<file path="config.mk">
export PLATFORM = sky130hd
export DESIGN_NAME = alu_cmd_sequencer
export DESIGN_NICKNAME = d
export VERILOG_FILES = /design/src/rtl/alu_cmd_sequencer.sv
export SDC_FILE = /design/constraint.sdc
export NUM_CORES = 1
export LEC_CHECK = 0
export ABC_AREA = 0
export CAP_MARGIN = 30
export CORE_UTILIZATION = 25
export DETAILED_ROUTE_END_ITERATION = 12
export DONT_BUFFER_PORTS = 1
export GPL_TIMING_DRIVEN = 0
export PLACE_DENSITY = 0.38
export SYNTH_ARGS = -nofsm -noshare
export SYNTH_HDL_FRONTEND = slang
export SYNTH_SLANG_ARGS = --single-unit
</file>
<file path="constraint.sdc">
create_clock -name i_clock -period 1.7 [get_ports i_clock]
set_input_delay 0.17 -clock i_clock [delete_from_list [all_inputs] [get_ports i_clock]]
set_output_delay 0.17 -clock i_clock [all_outputs]
set_load 0.02 [all_outputs]
</file>
<file path="src/rtl/alu_cmd_sequencer.sv">
// Byte-stream command front-end: collects operand A, operand B and opcode, runs the ALU and sends the result.
// Optional macro ALU_SEQ_STATUS_BYTE_EN appends a {carry, zero} status byte after each result byte.
module alu_cmd_sequencer #(
    parameter int NB_DATA        = 8,
    parameter int NB_OP_CODE     = 6,
    parameter int TIMEOUT_CYCLES = 100000
) (
    input  logic                  i_clock,
    input  logic                  i_reset,
    input  logic [NB_DATA-1:0]    i_rx_data,
    input  logic                  i_rx_done,
    output logic [NB_DATA-1:0]    o_data_a,
    output logic [NB_DATA-1:0]    o_data_b,
    output logic [NB_OP_CODE-1:0] o_op_code,
    input  logic [NB_DATA-1:0]    i_alu_result,
    input  logic                  i_alu_zero,
    input  logic                  i_alu_carry,
    output logic [NB_DATA-1:0]    o_tx_data,
    output logic                  o_tx_start,
    input  logic                  i_tx_done,
    output logic                  o_busy,
    output logic                  o_rx_drop
);

    localparam int NB_CNT = (TIMEOUT_CYCLES > 2) ? $clog2(TIMEOUT_CYCLES) : 1;
    localparam logic [NB_CNT-1:0] CNT_LAST = NB_CNT'(TIMEOUT_CYCLES - 1);

    typedef enum logic [2:0] {
        WAIT_A   = 3'd0,
        WAIT_B   = 3'd1,
        WAIT_OP  = 3'd2,
        EXEC     = 3'd3,
        SEND     = 3'd4,
        WAIT_TX  = 3'd5,
        SEND_STS = 3'd6,
        WAIT_STS = 3'd7
    } state_t;

    state_t                  state_reg, state_next;
    logic [NB_CNT-1:0]       cnt_reg, cnt_next;
    logic [NB_DATA-1:0]      data_a_reg, data_b_reg, tx_data_reg;
    logic [NB_OP_CODE-1:0]   op_code_reg;
    logic                    rx_drop_reg;
    logic                    accepting;

    assign accepting = (state_reg == WAIT_A) || (state_reg == WAIT_B) || (state_reg == WAIT_OP);

    always_comb begin
        state_next = state_reg;
        cnt_next   = '0;
        o_tx_start = 1'b0;
        o_busy     = 1'b0;
        case (state_reg)
            WAIT_A: begin
                if (i_rx_done) state_next = WAIT_B;
            end
            WAIT_B, WAIT_OP: begin
                // An arriving byte always beats an expiring timeout.
                if (i_rx_done)
                    state_next = (state_reg == WAIT_B) ? WAIT_OP : EXEC;
                else if (cnt_reg == CNT_LAST)
                    state_next = WAIT_A;
                else
                    cnt_next = cnt_reg + 1'b1;
            end
            EXEC: begin
                o_busy     = 1'b1;
                state_next = SEND;
            end
            SEND: begin
                o_busy     = 1'b1;
                o_tx_start = 1'b1;
                state_next = WAIT_TX;
            end
            WAIT_TX: begin
                o_busy = 1'b1;
                if (i_tx_done) begin
`ifdef ALU_SEQ_STATUS_BYTE_EN
                    state_next = SEND_STS;
`else
                    state_next = WAIT_A;
`endif
                end
            end
`ifdef ALU_SEQ_STATUS_BYTE_EN
            SEND_STS: begin
                o_busy     = 1'b1;
                o_tx_start = 1'b1;
                state_next = WAIT_STS;
            end
            WAIT_STS: begin
                o_busy = 1'b1;
                if (i_tx_done) state_next = WAIT_A;
            end
`endif
            default: state_next = WAIT_A;
        endcase
    end

`ifdef ALU_SEQ_STATUS_BYTE_EN
    logic [1:0] flags_reg;
`else
    logic unused_flags;
    assign unused_flags = i_alu_zero ^ i_alu_carry;
`endif

    always_ff @(posedge i_clock) begin
        if (i_reset) begin
            state_reg   <= WAIT_A;
            cnt_reg     <= '0;
            data_a_reg  <= '0;
            data_b_reg  <= '0;
            op_code_reg <= '0;
            tx_data_reg <= '0;
            rx_drop_reg <= 1'b0;
`ifdef ALU_SEQ_STATUS_BYTE_EN
            flags_reg   <= 2'b00;
`endif
        end else begin
            state_reg   <= state_next;
            cnt_reg     <= cnt_next;
            rx_drop_reg <= i_rx_done && !accepting;
            case (state_reg)
                WAIT_A:  if (i_rx_done) data_a_reg  <= i_rx_data;
                WAIT_B:  if (i_rx_done) data_b_reg  <= i_rx_data;
                WAIT_OP: if (i_rx_done) op_code_reg <= i_rx_data[NB_OP_CODE-1:0];
                EXEC: begin
                    tx_data_reg <= i_alu_result;
`ifdef ALU_SEQ_STATUS_BYTE_EN
                    flags_reg   <= {i_alu_carry, i_alu_zero};
`endif
                end
`ifdef ALU_SEQ_STATUS_BYTE_EN
                // Load the status byte ahead of SEND_STS so it is valid during the start pulse.
                WAIT_TX: if (i_tx_done) tx_data_reg <= {{(NB_DATA-2){1'b0}}, flags_reg};
`endif
                default: ;
            endcase
        end
    end

    assign o_data_a  = data_a_reg;
    assign o_data_b  = data_b_reg;
    assign o_op_code = op_code_reg;
    assign o_tx_data = tx_data_reg;
    assign o_rx_drop = rx_drop_reg;

endmodule

</file>
==> flow_summary.json, run 1 <==
{
  "synth.distinct_cells": 34,
  "yosysSeqAreaShare_pct": 50.0,
  "r2r_cells": 7,
  "yosys_register_bits": 51,
  "gp_congestion": 0.673,
  "cts_buffers": 5,
  "slowest_stage": "nor3_1",
  "drt_pass1_iterations": 4,
  "die-area_sq_um": 8530,
  "max_cap_viol_count": 0,
  "drt-initial-drc-count": 54,
  "final_area_sq_um": 2510,
  "met1_usage_pct": 15.2,
  "wl_um": 4660,
  "tightest_slew_ps": 793,
  "largest_register_ffs": 17,
  "grt_max_degree": 17,
  "p_leak_nw": 0.871,
  "port_buffers": 0,
  "grt_setup_unrepaired": "no",
  "max_stage_delay_ps": 670,
  "status": "completed",
  "ys_warn_count": 0,
  "clock.fmax_mhz": 623,
  "syn_area_sq_um": 2040,
  "end_kind": "output pin",
  "finalCritPeriodShare_pct": 94.4,
  "cpLargestDelayFamily": "simple AND/OR/NAND/NOR gates",
  "hpwl_um": 3160,
  "irDropWorstVdd_mv": 0.362,
  "synth.avg_cell_area_sq_um": 8.88,
  "fin_skew_ps": 9.98,
  "drive_gt1_share_pct": 10.5,
  "holdPathStages": 2,
  "syn_inst": 230,
  "hp-class": "in -> reg",
  "clk_pin_slew_ps": 100,
  "final_antenna_net_count": 0,
  "area_growth_pct": 22.9,
  "setup_ws_ps": 95.7,
  "start_kind": "flop",
  "crit_fanout": 10,
  "cts.sinks": 51,
  "core.rowCount": 32,
  "drv_slew": 0,
  "placed_area_sq_um": 2170,
  "antenna_found_initial": 0,
  "worst_ep_arrival_time_ps": 1430,
  "die_height_um": 92.4,
  "via_per_inst": 4.39,
  "grt_overflow_total": 0,
  "drc": 0,
  "finalSetupViolCount": 0,
  "grt.total_usage_pct": 11.3,
  "critPathBufInv": 1,
  "slew_headroom_pct": 46.8,
  "use_met2_pct": 16.9,
  "grt_pass1_wl_um": 7540,
  "via_count": 1580,
  "clockRootBuffer": "clkbuf_8",
  "io_pins": 55,
  "worstPathRequired_ps": 1530,
  "clk-insertion-delay-late_ps": 300,
  "path_cells": "buf_4 -> nor3_1",
  "wire_per_inst_um": 12.9,
  "dpl_worst_slack_ps": -11.0,
  "design.core.area_sq_um": 7810,
  "htree_num_levels": 2,
  "hold_viol": 0,
  "diodes": 0,
  "finalNetCount": 280,
  "start_util_pct": 26.2,
  "total_power_mw": 2.87,
  "grt_pass1_vias": 1497,
  "path_class": "reg -> out",
  "met3_usage_pct": 3.69,
  "cts_tree": "built",
  "clockBufferDepth": 2,
  "worst-path-stages": 2,
  "top_usage_layer": "met2",
  "power_density_nw_per_um2": 1150,
  "finalCriticalPeriod_ps": 1600,
  "dieWidth_um": 92.4,
  "syn_nets": 253
}
-- synth_stat cells --
library cell / count / area (sq um)
a211oi_1: 1 / 7.51
a21oi_1: 20 / 100
a311oi_1: 1 / 8.76
and2_1: 2 / 12.5
and2b_1: 1 / 7.51
and3_1: 3 / 18.8
buf_2: 2 / 10.0
buf_4: 1 / 7.51
buf_6: 2 / 22.5
clkbuf_1: 5 / 18.8
dfxtp_1: 51 / 1020
ha_1: 1 / 12.5
inv_1: 5 / 18.8
mux2i_1: 14 / 140
nand2_1: 39 / 146
nand2b_1: 2 / 12.5
nand3_1: 9 / 45.0
nand4_1: 2 / 12.5
nand4_2: 1 / 12.5
nor2_1: 37 / 139
nor2_2: 1 / 6.26
nor2b_1: 1 / 6.26
nor3_1: 2 / 10.0
nor4_1: 1 / 6.26
nor4_2: 1 / 12.5
nor4_4: 1 / 21.3
nor4b_1: 3 / 26.3
o211ai_2: 1 / 12.5
o21ai_0: 1 / 5.00
o21bai_1: 1 / 7.51
o31ai_1: 1 / 7.51
or2_1: 1 / 6.26
xnor2_1: 5 / 43.8
xor2_1: 11 / 96.3
-- what timing repair did --
| action | in CTS | in global routing |
|---|---|---|
| buffers inserted | 1 | 0 |
| hold endpoints to repair | 18 | 2 |
| resized for setup | 3 | 7 |
| gates cloned | 0 | 0 |
| hold buffers | 17 | 2 |
| pin swaps | 1 | 2 |
| endpoints found under the setup margin | 11 | 12 |
-- through the flow --
step	TNS, ps	hold WS [ps]	cells	utilization (%)
floorplan	0	300	230	-
global placement	-11.0	309	332	27.8
detailed placement	-54.0	311	332	27.8
CTS	0	1.27	358	31.6
global route	0	7.62	360	32.1
finish	0	11.5	360	32.1
-- area by class of cell --
cell class | count | area (sq um)
fillers | 840 | 5300
flip-flops and latches | 51 | 1030
multi-input cells | 164 | 967
repair buffers | 20 | 198
well taps | 102 | 128
clock buffers | 5 | 68.8
plain buffers | 10 | 58.8
clock inverters | 3 | 43.8
inverters | 5 | 18.8
-- worst paths after layout --
path / startpoint / slack, ps / endpoint
setup / recovery: state_reg[1] / 100 / o_tx_start
hold / removal: i_rx_data[4] / 10 / o_op_code[4]
setup reg to reg: cnt_reg[8] / 110 / cnt_reg[11]
hold reg to reg: cnt_reg[0] / 450 / cnt_reg[0]
-- routing by layer --
metal | vias up | share of wire (%) | routed length (um)
met5 | - | 0 | 0
met4 | 0 | 1.1 | 51
met3 | 5 | 6.3 | 294
met2 | 36 | 42 | 1980
met1 | 722 | 50 | 2330
li1 | 817 | - | -
-- where the power goes --
group          internal (mW)  switching, mW
Clock                  0.439          0.408
Sequential              1.30          0.159
Combinational          0.233          0.336
Total                   1.97          0.903
-- cell usage in the layout, fill, tap and decap left out, types with 2 or more instances in the layout --
master,instances
a21oi_1,20
and2_1,2
xnor2_1,5
buf_2,2
nand2_1,39
nand2b_1,2
and3_1,3
inv_1,5
nor2_1,37
clkbuf_8,5
nor3_1,2
dfxtp_1,47
mux2i_1,14
clkbuf_1,5
nor4b_2,2
dfxtp_2,4
nand3_1,9
buf_6,2
buf_4,2
xor2_1,11
dlygate4sd3_1,19
nand4_1,2
-- cells by family after synthesis --
group	synth area share, %
buffers and inverters	3.80
xor gates and xnor gates	6.86
muxes	6.86
DFF	50.0
and+or+nand+nor	24.6
AOI/OAI and AO/OA	7.29
adders and majority gates	0.613
Power figures use the tool's default switching activity.
==> run 2: changes to the inputs <==
CTS_CLUSTER_DIAMETER = 80   (was not set)
==> results of run 2 <==
No change in the layout: final DEF, timing and power equal those of run 1.
